<file path="config.mk">
export PLATFORM = sky130hd
export DESIGN_NAME = muldiv_seq
export DESIGN_NICKNAME = d
export VERILOG_FILES = /design/src/rtl/muldiv_pkg.sv /design/src/rtl/muldiv_step.sv /design/src/rtl/muldiv_seq.sv
export SDC_FILE = /design/constraint.sdc
export NUM_CORES = 1
export LEC_CHECK = 0
export CORE_ASPECT_RATIO = 1.2
export CORE_MARGIN = 5
export CORE_UTILIZATION = 50
export CTS_BUF_LIST = sky130_fd_sc_hd__clkbuf_2
export DETAILED_ROUTE_END_ITERATION = 8
export GPL_TIMING_DRIVEN = 0
export PLACE_DENSITY_LB_ADDON = 0.12
export SYNTH_ARGS = -nofsm -noshare
export SYNTH_HDL_FRONTEND = slang
export SYNTH_SLANG_ARGS = --single-unit
</file>
<file path="constraint.sdc">
create_clock -name clk -period 16.66 [get_ports clk]
set_clock_uncertainty 0.1 [all_clocks]
set_input_delay 2.499 -clock clk [delete_from_list [all_inputs] [get_ports clk]]
set_output_delay 2.499 -clock clk [all_outputs]
set_load 0.005 [all_outputs]
</file>
<file path="src/rtl/muldiv_pkg.sv">
// Shared types and constants for the multi-cycle MULT/DIV sequencer.
// ALU opcodes match the arithmetic encoding of the shared EX-stage ALU.
package muldiv_pkg;

  localparam logic [4:0] ALU_ADD = 5'b00000;
  localparam logic [4:0] ALU_SUB = 5'b00001;

  typedef enum logic [1:0] {
    MD_MULT  = 2'b00,
    MD_MULTU = 2'b01,
    MD_DIV   = 2'b10,
    MD_DIVU  = 2'b11
  } md_op_e;

  typedef enum logic [2:0] {
    StIdle,
    StNegA,
    StNegB,
    StIter,
    StFixLo,
    StFixHi,
    StDone
  } md_state_e;

  function automatic logic md_is_div(input logic [1:0] op);
    return op[1];
  endfunction

  function automatic logic md_is_signed(input logic [1:0] op);
    return ~op[0];
  endfunction

endpackage

</file>
<file path="src/rtl/muldiv_step.sv">
// One iteration of shift-add multiply or restoring divide, given the ALU result.
// The ALU operand for the divide subtract is exported so the top can drive it.
module muldiv_step #(
  parameter int unsigned WIDTH = 32
) (
  input  logic             is_div_i,
  input  logic [WIDTH-1:0] acc_hi_i,
  input  logic [WIDTH-1:0] acc_lo_i,
  input  logic [WIDTH-1:0] opnd_i,
  input  logic [WIDTH-1:0] alu_y_i,
  output logic [WIDTH-1:0] rem_sh_o,
  output logic [WIDTH-1:0] nxt_hi_o,
  output logic [WIDTH-1:0] nxt_lo_o
);

  logic [WIDTH-1:0] rem_sh;
  logic             carry;
  logic             take;

  // Kept out of the always_comb below so the ALU feedback path stays acyclic.
  assign rem_sh   = {acc_hi_i[WIDTH-2:0], acc_lo_i[WIDTH-1]};
  assign rem_sh_o = rem_sh;

  always_comb begin
    carry    = alu_y_i < acc_hi_i;
    take     = acc_hi_i[WIDTH-1] | (rem_sh >= opnd_i);
    nxt_hi_o = acc_hi_i;
    nxt_lo_o = acc_lo_i;
    if (is_div_i) begin
      nxt_hi_o = take ? alu_y_i : rem_sh;
      nxt_lo_o = {acc_lo_i[WIDTH-2:0], take};
    end else if (acc_lo_i[0]) begin
      nxt_hi_o = {carry, alu_y_i[WIDTH-1:1]};
      nxt_lo_o = {alu_y_i[0], acc_lo_i[WIDTH-1:1]};
    end else begin
      nxt_hi_o = {1'b0, acc_hi_i[WIDTH-1:1]};
      nxt_lo_o = {acc_hi_i[0], acc_lo_i[WIDTH-1:1]};
    end
  end

endmodule

</file>
<file path="src/rtl/muldiv_seq.sv">
// MULT/MULTU/DIV/DIVU sequencer owning HI/LO; borrows the shared ALU for add/sub
// while busy. Signed ops work on magnitudes and fix up signs afterwards.
module muldiv_seq
  import muldiv_pkg::*;
#(
  parameter int unsigned WIDTH = 32,
  parameter int unsigned OPW   = 5
) (
  input  logic             clk,
  input  logic             reset,
  input  logic             start,
  input  logic [1:0]       op,
  input  logic [WIDTH-1:0] rs_val,
  input  logic [WIDTH-1:0] rt_val,
  input  logic             mthi,
  input  logic             mtlo,
  input  logic [WIDTH-1:0] wr_data,
  output logic             busy,
  output logic             done,
  output logic             dbz,
  output logic [WIDTH-1:0] hi,
  output logic [WIDTH-1:0] lo,
  output logic             alu_sel,
  output logic [WIDTH-1:0] alu_a,
  output logic [WIDTH-1:0] alu_b,
  output logic [OPW-1:0]   alu_op,
  input  logic [WIDTH-1:0] alu_y
);

  localparam int unsigned CntW    = $clog2(WIDTH);
  localparam logic [CntW-1:0] CntLast = CntW'(WIDTH - 1);

  md_state_e        state_q, state_d;
  logic             is_div_q, is_div_d;
  logic             is_signed_q, is_signed_d;
  logic             neg_a_q, neg_a_d;
  logic             neg_b_q, neg_b_d;
  logic [WIDTH-1:0] acc_hi_q, acc_hi_d;
  logic [WIDTH-1:0] acc_lo_q, acc_lo_d;
  logic [WIDTH-1:0] opnd_q, opnd_d;
  logic [CntW-1:0]  cnt_q, cnt_d;
  logic [WIDTH-1:0] hi_q, hi_d;
  logic [WIDTH-1:0] lo_q, lo_d;
  logic             dbz_q, dbz_d;
  logic             busy_q, busy_d;
  logic             done_q, done_d;
  logic             alu_sel_q, alu_sel_d;

  logic [WIDTH-1:0] rem_sh;
  logic [WIDTH-1:0] step_hi;
  logic [WIDTH-1:0] step_lo;
  logic             accept;
  logic             sign_diff;
  logic             fix_hi;
  logic [WIDTH-1:0] fixed_hi;

  muldiv_step #(
    .WIDTH(WIDTH)
  ) u_step (
    .is_div_i (is_div_q),
    .acc_hi_i (acc_hi_q),
    .acc_lo_i (acc_lo_q),
    .opnd_i   (opnd_q),
    .alu_y_i  (alu_y),
    .rem_sh_o (rem_sh),
    .nxt_hi_o (step_hi),
    .nxt_lo_o (step_lo)
  );

  // rs is held in opnd for multiply (multiplicand) and in acc_lo for divide (dividend).
  always_comb begin
    alu_a  = '0;
    alu_b  = '0;
    alu_op = OPW'(ALU_ADD);
    unique case (state_q)
      StNegA: begin
        alu_op = OPW'(ALU_SUB);
        alu_b  = is_div_q ? acc_lo_q : opnd_q;
      end
      StNegB: begin
        alu_op = OPW'(ALU_SUB);
        alu_b  = is_div_q ? opnd_q : acc_lo_q;
      end
      StIter: begin
        alu_op = is_div_q ? OPW'(ALU_SUB) : OPW'(ALU_ADD);
        alu_a  = is_div_q ? rem_sh : acc_hi_q;
        alu_b  = opnd_q;
      end
      StFixLo: begin
        alu_op = OPW'(ALU_SUB);
        alu_b  = acc_lo_q;
      end
      StFixHi: begin
        if (is_div_q) begin
          alu_op = OPW'(ALU_SUB);
          alu_b  = acc_hi_q;
        end else begin
          alu_a = ~acc_hi_q;
          alu_b = {{(WIDTH - 1){1'b0}}, acc_lo_q == '0};
        end
      end
      default: ;
    endcase
  end

  assign accept    = start && ((state_q == StIdle) || (state_q == StDone));
  assign sign_diff = neg_a_q ^ neg_b_q;
  assign fix_hi    = is_div_q ? neg_a_q : sign_diff;
  assign fixed_hi  = fix_hi ? alu_y : acc_hi_q;

  always_comb begin
    state_d     = state_q;
    is_div_d    = is_div_q;
    is_signed_d = is_signed_q;
    neg_a_d     = neg_a_q;
    neg_b_d     = neg_b_q;
    acc_hi_d    = acc_hi_q;
    acc_lo_d    = acc_lo_q;
    opnd_d      = opnd_q;
    cnt_d       = cnt_q;
    hi_d        = hi_q;
    lo_d        = lo_q;
    dbz_d       = dbz_q;
    unique case (state_q)
      StIdle, StDone: begin
        if (accept) begin
          is_div_d    = md_is_div(op);
          is_signed_d = md_is_signed(op);
          neg_a_d     = md_is_signed(op) & rs_val[WIDTH-1];
          neg_b_d     = md_is_signed(op) & rt_val[WIDTH-1];
          acc_hi_d    = '0;
          acc_lo_d    = md_is_div(op) ? rs_val : rt_val;
          opnd_d      = md_is_div(op) ? rt_val : rs_val;
          cnt_d       = '0;
          dbz_d       = 1'b0;
          if (md_is_div(op) && (rt_val == '0)) begin
            state_d = StDone;
            hi_d    = rs_val;
            lo_d    = '1;
            dbz_d   = 1'b1;
          end else begin
            state_d = md_is_signed(op) ? StNegA : StIter;
          end
        end else begin
          state_d = StIdle;
          if (mthi) hi_d = wr_data;
          if (mtlo) lo_d = wr_data;
        end
      end
      StNegA: begin
        if (neg_a_q) begin
          if (is_div_q) acc_lo_d = alu_y;
          else          opnd_d   = alu_y;
        end
        state_d = StNegB;
      end
      StNegB: begin
        if (neg_b_q) begin
          if (is_div_q) opnd_d   = alu_y;
          else          acc_lo_d = alu_y;
        end
        state_d = StIter;
      end
      StIter: begin
        acc_hi_d = step_hi;
        acc_lo_d = step_lo;
        cnt_d    = cnt_q + 1'b1;
        if (cnt_q == CntLast) begin
          if (is_signed_q) begin
            state_d = StFixLo;
          end else begin
            state_d = StDone;
            hi_d    = step_hi;
            lo_d    = step_lo;
          end
        end
      end
      StFixLo: begin
        if (sign_diff) acc_lo_d = alu_y;
        state_d = StFixHi;
      end
      StFixHi: begin
        acc_hi_d = fixed_hi;
        hi_d     = fixed_hi;
        lo_d     = acc_lo_q;
        state_d  = StDone;
      end
      default: state_d = StIdle;
    endcase
  end

  always_comb begin
    busy_d    = (state_d == StNegA) || (state_d == StNegB) || (state_d == StIter) ||
                (state_d == StFixLo) || (state_d == StFixHi);
    alu_sel_d = busy_d;
    done_d    = state_d == StDone;
  end

  always_ff @(posedge clk or posedge reset) begin
    if (reset) begin
      state_q     <= StIdle;
      is_div_q    <= 1'b0;
      is_signed_q <= 1'b0;
      neg_a_q     <= 1'b0;
      neg_b_q     <= 1'b0;
      acc_hi_q    <= '0;
      acc_lo_q    <= '0;
      opnd_q      <= '0;
      cnt_q       <= '0;
      hi_q        <= '0;
      lo_q        <= '0;
      dbz_q       <= 1'b0;
      busy_q      <= 1'b0;
      done_q      <= 1'b0;
      alu_sel_q   <= 1'b0;
    end else begin
      state_q     <= state_d;
      is_div_q    <= is_div_d;
      is_signed_q <= is_signed_d;
      neg_a_q     <= neg_a_d;
      neg_b_q     <= neg_b_d;
      acc_hi_q    <= acc_hi_d;
      acc_lo_q    <= acc_lo_d;
      opnd_q      <= opnd_d;
      cnt_q       <= cnt_d;
      hi_q        <= hi_d;
      lo_q        <= lo_d;
      dbz_q       <= dbz_d;
      busy_q      <= busy_d;
      done_q      <= done_d;
      alu_sel_q   <= alu_sel_d;
    end
  end

  assign busy    = busy_q;
  assign done    = done_q;
  assign dbz     = dbz_q;
  assign hi      = hi_q;
  assign lo      = lo_q;
  assign alu_sel = alu_sel_q;

endmodule

</file>
==> metrics.cfg <==
[status]
status=finished, final reports clean

[setup_path]
critical_path_class=flip-flop to output port
required_ns=14.06
crit_path_max_fanout=10
crit_arrival_ns=4.53
worstReg2RegEnd=lo[0]$_DFFE_PP0P_
r2r-start=acc_hi_q[18]$_DFFE_PP0P_
r2r_cells=9
end_kind=output port
critPathLaunchType=flip-flop
rrSetupSlack_ns=12.77

[cts]
clockRootBuffer=clkbuf_2
clk_latency_ns=0.92
clkTransAtPathRegs_ns=0.32
h-tree-depth=4
cts_resized=0
numClockSinks=175
post_cts_buffers=0
numCtsBuffers=17
ctsHoldBuffers=0
cts_tree=yes
cts_buffer_depth=2

[sta]
relSlewSlack_pct=11.4
finalCritPeriodShare_pct=42.8
worstMarginPinSlew_ns=1.33
setup_viol=0
timing.fmax_mhz=140
finalSetupTns_ns=0
hold_violations=0
rsz0062_at_grt=no
period_needed_ns=7.13
drv_slew=0

[power_and_ir_drop]
vdd_drop_max_mv=0.0967
p_leak_nw=7.36
p_per_area_mw_per_mm2=186

[drt]
routed_wl_um=73300
drc_errors=0
drt-initial-drc-count=2704
via_per_inst=6.94
antenna_left=0
wire_per_inst_um=28.4
first_pass_iters=8
route.vias.total=17900

[logic_synthesis]
syn_inst=1894
async_flop_share_pct=100
synth_cell_types=58
yosys-top-cells-count=nand2_1, o21ai_0, dfrtp_1
synth_most_common_cell=nand2_1
synthFlopType=dfrtp_1
synthDominantCellAreaShare_pct=30.3
syn-cell-area_mm2=0.0145
yosysSeqAreaShare_pct=30.3
synth.area.top_cells=dfrtp_1, o21ai_0, nand2_1
syn-mean-instance-area_um2=7.64
synth_top_area_cell=dfrtp_1
synth_edf_count=0
ys_warn_count=0
ys_ff_latch=175

[grt]
grt_usage_pct=43.8
gr-total-overflow=0
grt_pass1_wl_um=107000
grt_pass1_vias=17500
grt_antenna_before_repair=1
grt_max_degree=122

[hold_path]
holdPathEnd=lo[10]$_DFFE_PP0P_
hold_start=lo[10]$_DFFE_PP0P_
min_path_cells=2
hold_path_class=flip-flop to flip-flop

[floorplan]
num_rows=68
io_pins=272
core_mm2=0.0287
die_w_um=165
fp.dieH_um=196
fp.dieArea_mm2=0.0324
initial_core_util_pct=50.4

[place]
dp_hpwl_um=54000
gp_congestion=1.03
port_buffers=267

[finish]
postLayoutCoreUtil_pct=62.5
drive_gt1_share_pct=6.14
fillCellCount=2604
area_growth_pct=23.9
finalNetCount=2384

[job]
cap_violations=0

flip-flops by register name, summed over array words and instances, names as in the netlist:
register / count
acc_hi_q: 32
acc_lo_q: 32
alu_sel: 1
cnt_q: 5
dbz: 1
done: 1
hi: 32
is_div_q: 1
is_signed_q: 1
lo: 32
neg_a_q: 1
neg_b_q: 1
opnd_q: 32
state_q: 3
final cells by class:
type,instances,area (um2),share of cell area [%]
multi-input cells,1459,8990,50.2
flip-flops and latches,175,4380,24.4
repair buffers,268,2700,15.1
plain buffers,189,827,4.61
well taps,385,482,2.69
inverters,74,285,1.59
clock inverters,15,173,0.963
clock buffers,17,85.1,0.475
diodes,2,5.00,0.0279
per-stage QoR:
step	instances	area, um2	hold slack (ns)	power (W)	setup slack, ns
global placement	2549	17600	0.365	0.00293	6.63
detailed placement	2550	17700	0.369	0.00298	10.31
global route	2583	17900	0.447	0.00352	9.43
floorplan	1897	14500	0.343	0.00202	9.32
finish	2584	17900	0.426	0.00333	9.53
CTS	2582	17900	0.426	0.00324	9.78
routing by layer:
layer	GRT usage, %	up-vias	wire length (um)
li1	-	7534	-
met1	51.8	8335	25200
met2	67.7	1652	32700
met3	12.2	406	9140
met4	31.7	0	6320
met5	0.909	-	0
where the power goes:
group / switching [W] / internal, W
Clock: 0.000198 / 0.0000643
Combinational: 0.00130 / 0.000932
Sequential: 0.000210 / 0.000627
Total: 0.00171 / 0.00162
how the worst max path moves through the flow:
stage / from / to / cells past startpoint
after floorplan: reset / acc_hi_q[0]$_DFFE_PP0P_ / 1
after global placement: reset / acc_hi_q[17]$_DFFE_PP0P_ / 2
after detailed placement: rt_val[15] / lo[8]$_DFFE_PP0P_ / 9
after CTS: state_q[1]$_DFF_PP0_ / alu_a[31] / 8
after global routing: state_q[1]$_DFF_PP0_ / alu_a[1] / 8
final: state_q[1]$_DFF_PP0_ / alu_a[1] / 8
critical path, cell delays in order, from the launching register on:
cell and delay, ns:
dfrtp_1 0.44, buf_4 0.17, inv_1 0.16, nand2_1 0.17
nor2_1 0.93, clkbuf_1 0.57, a21oi_1 0.14, o21ai_0 0.46
clkdlybuf4s50_1 0.62
cells by family (layout without fill, tap and decap cells):
logic type,after synthesis,count (layout),synth area share [%]
other,1,6,0.0259
flip-flops,175,175,30.3
multiplexers,98,98,7.06
AO/OA/AOI/OAI,738,738,33.3
XOR/XNOR,5,5,0.303
buffers and inverters,263,563,7.64
AND/OR/NAND/NOR,549,549,15.8
adder cells (fa/ha/maj),65,65,5.62
layout by cell type, fill, tap and decap left out, types with 5 or more instances in the layout:
| master | synthesis | layout |
|---|---|---|
| a211oi_1 | 56 | 56 |
| mux2i_1 | 66 | 66 |
| buf_1 | 16 | 16 |
| o32a_1 | 31 | 31 |
| a221o_1 | 23 | 23 |
| nand4_1 | 15 | 15 |
| a31oi_1 | 36 | 36 |
| clkbuf_1 | 113 | 113 |
| buf_4 | 7 | 7 |
| o21ai_0 | 240 | 240 |
| o22ai_1 | 10 | 10 |
| nor2_1 | 156 | 156 |
| nor4_1 | 14 | 14 |
| a222oi_1 | 7 | 7 |
| inv_8 | 0 | 5 |
| a221oi_1 | 58 | 58 |
| buf_2 | 49 | 49 |
| a21oi_1 | 154 | 154 |
| o21a_1 | 31 | 31 |
| dfrtp_1 | 175 | 175 |
| ha_1 | 65 | 65 |
| nand3_1 | 41 | 41 |
| nand2_1 | 290 | 290 |
| clkbuf_2 | 0 | 17 |
| a22oi_1 | 25 | 25 |
| nor3_1 | 6 | 6 |
| inv_1 | 74 | 73 |
| a21o_1 | 17 | 17 |
| clkdlybuf4s50_1 | 0 | 267 |
| o31a_1 | 31 | 31 |
| mux2_2 | 32 | 32 |
No activity file was read; power rests on OpenSTA's default activity.
